$ cat config.mk
export PLATFORM = sky130hd
export DESIGN_NAME = placar_basquete_param
export DESIGN_NICKNAME = d
export VERILOG_FILES = /design/src/rtl/placar_basquete_param.sv
export SDC_FILE = /design/constraint.sdc
export NUM_CORES = 1
export LEC_CHECK = 0
export CAP_MARGIN = 20
export CORE_MARGIN = 10
export CORE_UTILIZATION = 53
export CTS_CLUSTER_DIAMETER = 150
export DETAILED_ROUTE_END_ITERATION = 6
export GPL_TIMING_DRIVEN = 0
export PLACE_DENSITY = 0.8
export SLEW_MARGIN = 20
export SYNTH_ARGS = -nofsm -noshare
export SYNTH_HDL_FRONTEND = slang
export SYNTH_SLANG_ARGS = --single-unit
export TNS_END_PERCENT = 100
$ cat constraint.sdc
create_clock -name clk -period 5.85 [get_ports clk]
set_input_delay 0.585 -clock clk [delete_from_list [all_inputs] [get_ports clk]]
set_output_delay 0.585 -clock clk [all_outputs]
set_load 0.005 [all_outputs]
$ cat src/rtl/placar_basquete_param.sv
// Parameterised basketball scoreboard: saturating per-team scores with sticky
// overflow flags, plus a shot clock with run/pause/expired states and a buzzer.
module placar_basquete_param #(
    parameter int NUM_TEAMS  = 2,
    parameter int SCORE_W    = 8,
    parameter int SCORE_MAX  = 199,
    parameter int SHOT_LONG  = 24,
    parameter int SHOT_SHORT = 14,
    parameter int BUZZ_TICKS = 3,
    localparam int TW = (NUM_TEAMS > 2) ? $clog2(NUM_TEAMS) : 1
) (
    input  logic                         clk,
    input  logic                         clr,
    input  logic                         tick_1hz,
    input  logic                         pts_valid,
    input  logic [1:0]                   pts,
    input  logic                         pts_neg,
    input  logic [TW-1:0]                team_sel,
    input  logic                         clr_score,
    input  logic                         shot_reset,
    input  logic                         shot_short,
    input  logic                         shot_pause,
    output logic [NUM_TEAMS*SCORE_W-1:0] scores,
    output logic [NUM_TEAMS-1:0]         ovf,
    output logic                         err,
    output logic [4:0]                   shot_count,
    output logic                         buzzer
);

    localparam int BW = (BUZZ_TICKS < 2) ? 1 : $clog2(BUZZ_TICKS);
    localparam logic [4:0] LONG5  = 5'(SHOT_LONG);
    localparam logic [4:0] SHORT5 = 5'(SHOT_SHORT);

    typedef enum logic [1:0] {RUN, PAUSED, EXPIRED} shot_state_t;

    logic [SCORE_W-1:0] score_q [NUM_TEAMS];
    logic [SCORE_W-1:0] cur, nxt;
    logic [SCORE_W+1:0] sum;
    logic               wr, sat, err_d;
    shot_state_t        state;
    logic [BW-1:0]      buzz_cnt;

    for (genvar g = 0; g < NUM_TEAMS; g++) begin : g_flat
        assign scores[g*SCORE_W +: SCORE_W] = score_q[g];
    end

    // Widened sum keeps the saturation compare free of wrap-around.
    always_comb begin
        cur = '0;
        for (int unsigned i = 0; i < NUM_TEAMS; i++)
            if (team_sel == TW'(i)) cur = score_q[i];
        sum   = (SCORE_W+2)'(cur) + (SCORE_W+2)'(pts);
        nxt   = cur;
        wr    = 1'b0;
        sat   = 1'b0;
        err_d = 1'b0;
        if (pts_valid && pts != 2'd0) begin
            if (int'(team_sel) >= NUM_TEAMS) begin
                err_d = 1'b1;
            end else if (pts_neg) begin
                if ((SCORE_W+2)'(pts) > (SCORE_W+2)'(cur)) begin
                    err_d = 1'b1;
                end else begin
                    wr  = 1'b1;
                    nxt = cur - SCORE_W'(pts);
                end
            end else if (sum > (SCORE_W+2)'(SCORE_MAX)) begin
                wr  = 1'b1;
                sat = 1'b1;
                nxt = SCORE_W'(SCORE_MAX);
            end else begin
                wr  = 1'b1;
                nxt = sum[SCORE_W-1:0];
            end
        end
    end

    always_ff @(posedge clk) begin
        if (clr || clr_score) begin
            for (int unsigned i = 0; i < NUM_TEAMS; i++) score_q[i] <= '0;
            ovf <= '0;
            err <= 1'b0;
        end else begin
            err <= err_d;
            for (int unsigned i = 0; i < NUM_TEAMS; i++) begin
                if (wr && team_sel == TW'(i)) begin
                    score_q[i] <= nxt;
                    if (sat) ovf[i] <= 1'b1;
                end
            end
        end
    end

    // buzz_cnt counts ticks already heard while the alarm sounds.
    always_ff @(posedge clk) begin
        if (clr) begin
            state      <= PAUSED;
            shot_count <= LONG5;
            buzzer     <= 1'b0;
            buzz_cnt   <= '0;
        end else if (shot_reset) begin
            shot_count <= shot_short ? SHORT5 : LONG5;
            state      <= shot_pause ? PAUSED : RUN;
            buzzer     <= 1'b0;
            buzz_cnt   <= '0;
        end else begin
            case (state)
                RUN: begin
                    if (shot_pause) begin
                        state <= PAUSED;
                    end else if (tick_1hz) begin
                        if (shot_count <= 5'd1) begin
                            shot_count <= '0;
                            state      <= EXPIRED;
                            buzzer     <= 1'b1;
                            buzz_cnt   <= '0;
                        end else begin
                            shot_count <= shot_count - 5'd1;
                        end
                    end
                end
                PAUSED: begin
                    if (!shot_pause) state <= RUN;
                end
                EXPIRED: begin
                    shot_count <= '0;
                    if (buzzer && tick_1hz) begin
                        if (buzz_cnt == BW'(BUZZ_TICKS - 1)) buzzer <= 1'b0;
                        else buzz_cnt <= buzz_cnt + 1'b1;
                    end
                end
                default: state <= PAUSED;
            endcase
        end
    end

endmodule

==> impl_results.md <==
- Status: finished clean
- Die X: 83.4 um
- DP Cell Count: 307
- Worst supply voltage drop on vdd: 133 uV
- Netlist cell types: 64
- Cells after Synth: 225
- Post-synth ARST share: 0
- Worst Setup End Kind: flop
- Setup crit start: team_sel
- FMAX: 0.271 GHz
- Final core occ: 0.692
- Antenna violations before repair: 0
- GRT Total Usage: 0.156
- Maximum clock path buffer count: 2
- CTS tree: yes
- CP arrival: 3.74 ns
- Total power draw: 0.525 mW
- Final net count: 287
- Postcts setup bufs: 0
- Initial Util: 0.565
- Post-synthesis sequential area ratio: 0.348
- Clock Skew: 0.00679 ns
- Most common cell after layout, fill and taps aside: clkdlybuf4s50_1
- Multi-input gate area: 1290 um2
- Hold Vio Cnt, Final: 0
- Critical path class: in2reg
- Most used cell, CP: buf_6
- Final worst-path cycle share: 0.630
- Worst-path clk slew: 0.06 ns
- Share of layout cells above drive strength 1: 0.101
- Syn Area/Cell: 9.46 um2
- Top_reg_cell synth: edfxtp_1
- Hold Crit Class: reg2reg
- LEAKAGE: 0.956 nW
- Number of nets produced by synthesis: 246
- Max_slew headroom: 0.329
- DR iter-0 viols: 140
- Post-cts resize count: 0
- Post-Place Setup Slack: 1.89 ns
- Vias per inst: 6.06
- Site row count: 22
- Synth top area cells: edfxtp_1 (23%), dfxtp_1 (12%), ha_1 (4.1%)
- CP max stage delay: 0.52 ns
- Clock root buffer: clkbuf_8
- Largest net degree at the start of global routing: 11
- CP Max Fanout: 10
- CP max stage cell: a21oi_1
- Reg area: 741 um2
- Grt ovf: 0
- Final setup viols: 0
- Worst endpoint required time: 5.90 ns
- Fillers: 309
- Max cap viols: 0
- Clk Latency, worst-skew pair: 0.28 ns
- I/O Buffers: 34
- Synthesized area: 2130 um2
- CTS Sinks: 29
- RSZ-0062 raised after global routing: no
- Most frequent cells in the layout: clkdlybuf4s50_1 (34), nand2_1 (17), edfxtp_1 (16)
- Routability cong.: 0.881
- ANT nets after route: 0
- Critical path startpoint category: input port
- Die area: 6950 um2
- Pwr dens: 201 nW/um2
- Ys Warns: 0
- Ports: 37
- Hpwl dp: 4.11 mm
- Detailed Routing Iterations Pass 1: 4
- N_diodes: 0
- Tmin final: 3.69 ns
- DIE HEIGHT: 83.4 um
- Via count: 1908
- HP Start: buzz_cnt[1]
- Reg-to-reg startpoint: score_q[0][1]
- Setup TNS: 0 ns
- Biggest area consumer among synthesized cells: edfxtp_1
- Drt total wl: 5.39 mm
- Slew @ Worst Pin: 0.981 ns
- Area share of the largest cell type after synthesis: 0.226
- Vias in the first global route: 1919
- First-pass GRT wire length: 9.18 mm
- Wire per inst: 17.1 um
- Post-synth EDFFs: 16
- Cell chain of the critical path: buf_6, buf_6, clkbuf_1, mux2_2, ha_1, nand2b_1, a21oi_1, nand4b_1, a211o_1, a311oi_1
- CTS buffer count: 5
- Setup WS post-layout: 2.16 ns
- DRC: 0
- Core area: 3770 um2
- Area Overhead vs Synth: 22.6%
- CTS H-tree depth: 2
- Fin cells: 315
- Yosys reg bits: 29
- Number of hold buffers added after cts: 0
- Fin. max-slew vios: 0
[worst max-delay path: cells and delay by family]
kind	cells	cell delay, ns
simple gates	2	0.35
mux	1	0.46
compound gates	3	1.34
buf+inv	3	0.69
fa+ha+maj	1	0.30
[final timing paths]
path / endpoint / slack [ns] / cells past startpoint
setup / recovery: score_q[0][10] / 2.16 / 10
hold / removal: buzz_cnt[1] / 0.48 / 2
setup reg to reg: score_q[0][10] / 2.91 / 7
hold reg to reg: buzz_cnt[1] / 0.48 / 2
[report_power, final]
| part | internal [mW] | switching [mW] |
|---|---|---|
| Sequential | 0.227 | 0.0138 |
| Combinational | 0.0634 | 0.0680 |
| Clock | 0.0824 | 0.0704 |
| Total | 0.373 | 0.152 |
[cells in the mapped netlist, types with 2 or more instances]
cell type,n
nand3b_1,2
nand3_1,13
and3b_1,2
or3_1,3
a21oi_1,11
a21boi_0,2
edfxtp_1,16
buf_6,2
clkbuf_1,4
a31oi_1,5
nand4b_1,2
nor3b_1,2
a32oi_1,2
or2_2,2
xnor2_1,6
dfxtp_1,13
fa_1,2
o31ai_1,5
mux2_2,5
nor3_1,4
ha_1,7
a2111oi_0,2
nor2b_1,5
nor2_1,11
mux2i_1,6
nand2_1,17
nand2b_1,6
o21ai_0,11
xor2_1,2
a21o_1,5
inv_1,15
nor4b_1,2
o211ai_1,2
[registers in the layout, summed over array words and instances, names as in the netlist]
name	flops
buzz_cnt	2
score_q	16
shot_count	5
buzzer	1
ovf	2
err	1
state	2
[through the flow]
step / instance area, um2 / hold WS (ns)
2_1_floorplan: 2130 / 0.448
3_3_place_gp: 2530 / 0.461
3_5_place_dp: 2530 / 0.470
4_1_cts: 2610 / 0.480
5_1_grt: 2610 / 0.513
6_report: 2610 / 0.476
[layer usage]
| layer | vias up | routed length (um) | global-route usage |
|---|---|---|---|
| met4 | 0 | 121 | 0.0723 |
| met1 | 918 | 2340 | 0.176 |
| met5 | - | 0 | 0 |
| li1 | 929 | - | - |
| met3 | 10 | 350 | 0.0557 |
| met2 | 51 | 2590 | 0.256 |
[cells by family (layout without fill, tap and decap cells)]
kind of cell,count (synthesis),in the layout,synth area share
xor+xnor,8,8,0.0329
buf+inv,21,63,0.0441
compound gates,65,65,0.229
fa+ha+maj,9,9,0.0599
mux,13,13,0.0717
flops,29,29,0.348
simple gates,80,80,0.214
[cell type report]
class | count | area share
repair buffers | 34 | 0.130
well taps | 48 | 0.0230
plain buffers | 6 | 0.0144
clock inverters | 1 | 0.00144
clock buffers | 7 | 0.0292
flip-flops and latches | 29 | 0.284
inverters | 15 | 0.0216
multi-input cells | 175 | 0.496
Note: power is estimated with default switching activity, not from simulation.
